==> src/rtl/sum_accumulator.sv <==
// ---------------------------------------------------------------------------
// sum_accumulator
//
// Purpose:
//   Accumulates a frame of nibble-sum samples and presents the frame total and
//   sample count to a downstream consumer with a valid/ready handshake. The
//   frame length is captured on the first accepted sample of each frame. A
//   length field of 0 means 2**CNT_W samples. While a result is pending
//   (HOLD), no new samples are accepted.
//
// Parameters:
//   SUM_W  width of each incoming sample
//   CNT_W  width of the frame-length field (maximum frame 2**CNT_W samples)
//
// Ports:
//   clk        in   sole clock, rising edge
//   reset      in   synchronous, active-high reset
//   in_valid   in   upstream sample valid
//   in_sum     in   upstream sample [SUM_W]
//   in_ready   out  sample accepted this cycle when in_valid is high
//   frame_len  in   samples per frame [CNT_W], 0 encodes 2**CNT_W
//   clear      in   synchronous abort of the current frame
//   out_valid  out  frame result available
//   out_ready  in   downstream accepts the result
//   out_total  out  accumulated frame sum [SUM_W+CNT_W]
//   out_count  out  number of samples in the frame [CNT_W+1]
// ---------------------------------------------------------------------------
module sum_accumulator #(
   parameter int SUM_W = 5,
   parameter int CNT_W = 4
) (
   input  logic                   clk,
   input  logic                   reset,
   input  logic                   in_valid,
   input  logic [SUM_W-1:0]       in_sum,
   output logic                   in_ready,
   input  logic [CNT_W-1:0]       frame_len,
   input  logic                   clear,
   output logic                   out_valid,
   input  logic                   out_ready,
   output logic [SUM_W+CNT_W-1:0] out_total,
   output logic [CNT_W:0]         out_count
);

   localparam int TOT_W = SUM_W + CNT_W;

   // 2**CNT_W in CNT_W+1 bits, used when frame_len encodes a full frame as 0.
   localparam logic [CNT_W:0] FULL_LEN = {1'b1, {CNT_W{1'b0}}};
   localparam logic [CNT_W:0] ONE_CNT  = (CNT_W+1)'(1);

   typedef enum logic [1:0] {
      IDLE  = 2'd0,
      ACCUM = 2'd1,
      HOLD  = 2'd2
   } state_e;

   state_e               state_q, state_d;
   logic [TOT_W-1:0]     acc_q,   acc_d;
   logic [CNT_W:0]       cnt_q,   cnt_d;
   logic [CNT_W:0]       len_q,   len_d;

   logic                 accept;
   logic [TOT_W-1:0]     sample_ext;
   logic [CNT_W:0]       len_first;

   // Handshake flags come from registered state only, so in_ready never
   // depends combinationally on in_valid or clear.
   assign in_ready  = (state_q != HOLD);
   assign out_valid = (state_q == HOLD);
   assign accept    = in_valid && in_ready;

   // The accumulator is wide enough for 2**CNT_W full-scale samples, so
   // zero-extending each sample before adding cannot overflow.
   assign sample_ext = {{CNT_W{1'b0}}, in_sum};
   assign len_first  = (frame_len == '0) ? FULL_LEN : {1'b0, frame_len};

   // Outside HOLD these simply show whatever the accumulator holds; the
   // consumer only looks at them while out_valid is high.
   assign out_total = acc_q;
   assign out_count = cnt_q;

   // NOTE: every signal assigned in this block gets a default first so that no
   // path leaves it unassigned, which would otherwise infer a latch.
   always_comb begin
      state_d = state_q;
      acc_d   = acc_q;
      cnt_d   = cnt_q;
      len_d   = len_q;

      if (clear) begin
         // Abort wins over sample accept and over the result handshake; a
         // sample presented in the same cycle is taken but thrown away.
         state_d = IDLE;
         acc_d   = '0;
         cnt_d   = '0;
      end else begin
         unique case (state_q)
            IDLE: begin
               if (accept) begin
                  acc_d   = sample_ext;
                  cnt_d   = ONE_CNT;
                  len_d   = len_first;
                  state_d = (len_first == ONE_CNT) ? HOLD : ACCUM;
               end
            end
            ACCUM: begin
               if (accept) begin
                  acc_d = acc_q + sample_ext;
                  cnt_d = cnt_q + ONE_CNT;
                  if (cnt_d == len_q) begin
                     state_d = HOLD;
                  end
               end
            end
            HOLD: begin
               if (out_ready) begin
                  state_d = IDLE;
               end
            end
            default: begin
               state_d = IDLE;
            end
         endcase
      end
   end

   // NOTE: state registers use non-blocking assignments so every flop samples
   // its next value from the same pre-edge snapshot.
   always_ff @(posedge clk) begin
      if (reset) begin
         state_q <= IDLE;
         acc_q   <= '0;
         cnt_q   <= '0;
         len_q   <= '0;
      end else begin
         state_q <= state_d;
         acc_q   <= acc_d;
         cnt_q   <= cnt_d;
         len_q   <= len_d;
      end
   end

endmodule

==> config.mk <==
export PLATFORM = sky130hd
export DESIGN_NAME = sum_accumulator
export DESIGN_NICKNAME = d
export VERILOG_FILES = /design/src/rtl/sum_accumulator.sv
export SDC_FILE = /design/constraint.sdc
export NUM_CORES = 1
export LEC_CHECK = 0
export CELL_PAD_IN_SITES_DETAIL_PLACEMENT = 0
export CELL_PAD_IN_SITES_GLOBAL_PLACEMENT = 1
export CORE_AREA = 5 5 68 70
export DETAILED_ROUTE_END_ITERATION = 8
export DIE_AREA = 0 0 73 75
export PLACE_DENSITY = 0.79
export SLEW_MARGIN = 20
export SYNTH_ARGS = -nofsm -noshare
export SYNTH_HDL_FRONTEND = slang
export SYNTH_SLANG_ARGS = --single-unit
==> constraint.sdc <==
create_clock -name clk -period 2.1 [get_ports clk]
set_clock_uncertainty 0.2 [all_clocks]
set_input_delay 0.42 -clock clk [delete_from_list [all_inputs] [get_ports clk]]
set_output_delay 0.42 -clock clk [all_outputs]
set_load 0.02 [all_outputs]
==> results of run 1 <==
-- logic make-up after synthesis --
family,Yosys count
and+or+nand+nor,56
AOI/OAI and AO/OA,39
DFF,21
buffers and inverters,8
xor gates and xnor gates,7
adders and majority gates,7
muxes,6
-- metal layers --
layer  up-vias  global-route usage (%)
met4         0                    1.43
met5         -                       0
met1       586                    15.9
li1        621                       -
met3         2                    3.60
met2        31                    22.9
-- power by group through the flow --
stage	Clock, W	Sequential [W]	Combinational, W
finish	0.000267	0.000417	0.000187
global route	0.000298	0.000420	0.000206
global placement	0	0.000425	0.000172
detailed placement	0	0.000426	0.000176
CTS	0.000286	0.000417	0.000182
floorplan	0	0.000431	0.0000896
-- per-stage QoR --
step / total power [W] / hold WS (ns) / setup WS [ns] / utilization, %
after floorplan: 0.000521 / 0.281 / 0.0251 / -
after global placement: 0.000597 / 0.265 / -0.453 / 43.4
after detailed placement: 0.000602 / 0.269 / -0.504 / 43.4
after CTS: 0.000885 / 0.281 / 0.000511 / 45.6
after global routing: 0.000924 / 0.344 / 0.00431 / 46.5
final: 0.000872 / 0.311 / 0.0384 / 46.5
-- state kept, by name, summed over array words and instances (netlist names) --
signal,cells
len_q,5
out_total,9
state_q,2
out_count,5
-- critical path, stage by stage --
cell and delay, ns:
clkdlybuf4s50_1 0.46, ha_4 0.29, o21ai_1 0.08, o21ba_2 0.22
buf_4 0.13, or3_1 0.33, a21oi_2 0.14
-- timing repair --
| item | 4_1_cts | 5_1_grt |
|---|---|---|
| gates cloned | 0 | 0 |
| gates resized for setup | 9 | 7 |
| buffers inserted | 1 | 1 |
| setup endpoints to repair | 6 | 7 |
| pin swaps | 3 | 5 |
-- placed cells by master, fill, tap and decap left out, types with 3 or more instances in the layout --
master           instances
clkdlybuf4s50_1         23
nor2_1                  22
dfxtp_1                 20
buf_4                   17
nand2_1                  8
a21oi_1                  7
xnor2_1                  5
mux2i_1                  5
nand3_1                  4
dlygate4sd2_1            4
nand2b_1                 3
nor2b_1                  3
o21ai_0                  3
a21o_1                   3
nor4_1                   3
ha_4                     3
clkbuf_8                 3
-- worst paths after layout --
check,from,to,slack [ns],cells after the start
worst max-delay path,in_sum[4],out_total[6],0.04,7
worst min-delay path,out_total[5],out_total[5],0.31,2
worst max register to register,out_total[0],out_total[4],0.12,6
worst min register to register,out_total[5],out_total[5],0.31,2
-- cell type report --
type                       count  area share [%]
multi-input combinational    115            47.4
sequential                    21            23.2
timing repair buffer          46            23.0
tap                           50            3.44
clock buffer                   3            2.27
inverter                       2           0.413
clock inverter                 1           0.275
==> impl_metrics.tcl, run 1 <==
set metrics [dict create \
    synth-adder-area-share_pct 7.58 \
    holdBufCountCts 0 \
    wl_met1_mm 1.42 \
    sw_frac_of_total_pct 26.9 \
    chipHeight_um 75 \
    boundaryPins 30 \
    synth_most_common_cell "nor2_1" \
    initial_utilization_pct 32.1 \
    gp_congestion 0.796 \
    switching_power_w 0.000234 \
    clk_pin_slew_worst_paths_ns 0.08 \
    critPathCaptureType "register" \
    cp_data_required_time_ns 2.10 \
    power_frac_seq_pct 47.9 \
    drive_gt1_share_pct 21.8 \
    synth_edf_count 0 \
    placed_cell_area_um2 1700 \
    area_growth_pct 44.9 \
    drtAntennaViolNets 0 \
    io_buffers 29 \
    grt_pass1_vias 1271 \
    rsz0062_at_grt "no" \
    p_per_area_nw_per_um2 479 \
    synth_top_area_share_pct 33.5 \
    clk_path_buf_depth 2 \
    vias_per_cell 5.21 \
    numClockSinks 21 \
    routed_wl_mm 3.27 \
    synth_cell_types 47 \
    wl_met3_um 208 \
    cts_root_buffer "clkbuf_8" \
    drcViolationCount 0 \
    p_clk_share_pct 30.6 \
    nets 210 \
    yosysWarnings 0 \
    synth_xor_area_share_pct 4.89 \
    yosys.area_share.simple_pct 23.0 \
    avgSynthCellArea_um2 8.71 \
    grt_max_degree 13 \
    slew_headroom_pct 68.9 \
    numCtsBuffers 3 \
    synth_top_family_by_area "compound AO/OA/AOI/OAI gates" \
    ys.flop_type "dfxtp_1" \
    report.final.slew_viol_count 0 \
    ys_seq_area_share_pct 33.5 \
    fin_crit_ns 2.06 \
    grt_first_pass_wirelength_mm 5.69 \
    drtIter0Drc 69 \
    rows 23 \
    synth.net_count 165 \
    cts_tree "built" \
    fmaxAchievable_mhz 485 \
    p_leak_nw 0.694 \
    seqCellArea_um2 422 \
    diodes 0 \
    ir_drop_uv 409 \
    antenna_found_initial 0 \
    overflow 0 \
    multi_input_area_um2 862 \
    synth_compound_area_share_pct 23.0 \
    core-area_um2 3910 \
    grt_usage_pct 12.8 \
    ys_top_cells_by_count "nor2_1 (22), dfxtp_1 (21), a21oi_1 (9), nand2_1 (8), ha_1 (6)" \
    fin_crit_sh_pct 98.2 \
    synthTopCellsByArea "dfxtp_1 (33%), nor2_1 (6.6%), ha_1 (6.0%)" \
    synthesis.area_um2 1250 \
    nFillCells 400 \
    power.internal_w 0.000638 \
    routedWlPerCell_um 13.7 \
    outcome "finished clean" \
    synthArstFlopShare_pct 0 \
    synth_cells 144 \
    dp_cells 232 \
    hpwl_mm 2.54 \
    top_layer "met4" \
    hold_path.class "reg2reg" \
    arrival_ns 2.06 \
    synthMuxAreaShare_pct 4.89 \
    synth_top_area_cell "dfxtp_1" \
    crit_type "in2reg" \
    wl_met2_mm 1.63 \
    crit_path_max_fanout 2 \
    die_w_um 73 \
    h-tree-depth 1 \
    worst_skew_pair.late_latency_ns 0.26 \
    dr.pass1.iters 4 \
    finalSetupTns_ns 0 \
    dieArea_um2 5480 \
    drv_cap 0 \
    cp-start-kind "input pin" \
    final_cell_count_no_fill 238 \
    final-hold-violation-count 0 \
    pwr-share-comb_pct 21.5 \
    final_cell_area_um2 1820 \
    setup-violations-final 0 \
    synth-seq-cells 21 \
    worst_pin_slew_ns 0.460 \
    vias 1240 \
]
Power figures use the tool's default switching activity.
==> inputs of run 2 (changes only) <==
Settings changed: CORE_AREA 5 5 68 70 to 5 5 53 90, DIE_AREA 0 0 73 75 to 0 0 58 95, GPL_ROUTABILITY_DRIVEN set to 1, PLACE_DENSITY 0.79 to 0.78.
==> run 2 against run 1 <==
Against the previous run:
- via count rose by 1.7%
- critical path depth fell by 6
- die area rose by 0.64%
- count of clock-buffer cells in the layout rose by 1
- utilization fell by 0.98 points
- maximum frequency rose by 0.98%
- global-route usage rose by 0.75 points
- first-iteration DRC count fell by 54%
- critical endpoint is now out_count[2]
- largest power group unchanged
==> impl_metrics.tcl, run 2 (synthesized netlist as in run 1, its figures left out) <==
set metrics [dict create \
    worst_pin_slew_ns 0.498 \
    grt_usage_pct 13.6 \
    chipHeight_um 95 \
    clk_path_buf_depth 2 \
    setup-violations-final 0 \
    reg2reg_from "out_total[0]" \
    cts_tree "built" \
    switching_power_w 0.000244 \
    path_buf_inv 1 \
    routedWlPerCell_um 15.4 \
    vias 1261 \
    dp_cells 232 \
    p_leak_nw 0.699 \
    clk_pin_slew_worst_paths_ns 0.08 \
    drtAntennaViolNets 0 \
    boundaryPins 30 \
    slew_headroom_pct 66.8 \
    power.internal_w 0.000644 \
    routed_wl_mm 3.65 \
    overflow 0 \
    pwr-share-comb_pct 22.2 \
    numClockSinks 21 \
    drcViolationCount 0 \
    rows 31 \
    hold_slack_ns 0.257 \
    fin_crit_ns 2.04 \
    fmaxAchievable_mhz 490 \
    largest_reg_flops 9 \
    startpoint "out_count[2]" \
    numCtsBuffers 3 \
    io_buffers 29 \
    dr.pass1.iters 4 \
    cts_root_buffer "clkbuf_8" \
    place_ws_ns -0.619 \
    report.final.slew_viol_count 0 \
    core-area_um2 4030 \
    grt_max_degree 13 \
    crit_path_max_fanout 8 \
    grt_first_pass_wirelength_mm 5.86 \
    cp_cell_sequence "clkdlybuf4s50_1" \
    final_cell_count_no_fill 237 \
    slowest_delay_ns 0.67 \
    outcome "finished clean" \
    drv_cap 0 \
    cp-start-kind "register" \
    antenna_found_initial 0 \
    sw_frac_of_total_pct 27.5 \
    p_clk_share_pct 30.7 \
    die_w_um 58 \
    drive_gt1_share_pct 21.8 \
    final_util_pct 45.5 \
    nets 210 \
    worst_skew_pair.late_latency_ns 0.26 \
    rsz0062_at_grt "no" \
    p_per_area_nw_per_um2 484 \
    critPathCaptureType "output pin" \
    hpwl_mm 2.81 \
    cp_data_required_time_ns 1.48 \
    crit_type "reg2out" \
    gp_congestion 0.800 \
    diodes 0 \
    arrival_ns 1.42 \
    vias_per_cell 5.32 \
    initial_utilization_pct 31.1 \
    fin_crit_sh_pct 97.2 \
    drtIter0Drc 32 \
    min_from "in_sum[0]" \
    final-hold-violation-count 0 \
    finalPower_w 0.000887 \
    critical-path-slowest-cell "clkdlybuf4s50_1" \
    grt_pass1_vias 1307 \
    area_growth_pct 46.2 \
    hold_path.class "in2reg" \
    setup_slack_ns 0.0583 \
    mostFrequentLayoutCells "nor2_1 (22), clkdlybuf4s50_1 (22), dfxtp_1 (20), buf_4 (17)" \
    ir_drop_uv 333 \
    h-tree-depth 1 \
    power_frac_seq_pct 47.1 \
    dieArea_um2 5510 \
    cpLargestDelayFamily "buffers and inverters" \
]
run 2: changes by cell type in the layout (fill, tap and decap cells not counted), sizes merged:
cell           previous run  this run
clkbuf                    3         5
clkdlybuf4s50            23        22
clkinv                    1         0
run 2: power by group through the flow:
stage | Clock [W] | Combinational, W | Sequential (W)
floorplan | 0 | 0.0000896 | 0.000431
global placement | 0 | 0.000174 | 0.000426
detailed placement | 0 | 0.000180 | 0.000426
CTS | 0.000279 | 0.000190 | 0.000417
global route | 0.000295 | 0.000214 | 0.000420
finish | 0.000273 | 0.000197 | 0.000418
run 2: final timing paths:
kind | to | slack (ns) | cells after the start
setup / recovery | out_count[2] | 0.06 | 1
hold / removal | out_total[0] | 0.26 | 3
setup reg to reg | out_total[4] | 0.09 | 6
hold reg to reg | out_total[4] | 0.31 | 2
run 2: final cells by class:
class	instances	area (um2)
tap	49	61.3
fill	424	2200
sequential	21	422
clock buffer	4	45.0
inverter	2	7.51
timing repair buffer	46	413
multi-input combinational	115	886
run 2: routing by layer:
metal / track usage [%] / vias to the layer above / wire length [um]
met5: 0 / - / 0
met4: 3.68 / 0 / 33
met3: 2.46 / 5 / 138
met2: 26.5 / 26 / 2080
met1: 14.4 / 613 / 1400
li1: - / 617 / -
run 2: metrics by stage:
stage	TNS [ns]	instance area, um2
global placement	-2.41	1700
detailed placement	-2.91	1700
finish	0	1830
floorplan	0	1260
CTS	0	1800
global route	0	1830
run 2: repair_timing:
action	in CTS	in global routing
hold endpoints to repair	0	0
pin swaps	6	6
setup endpoints to repair	8	3
buffers inserted	1	0
gates resized for setup	12	12
hold buffers	0	0
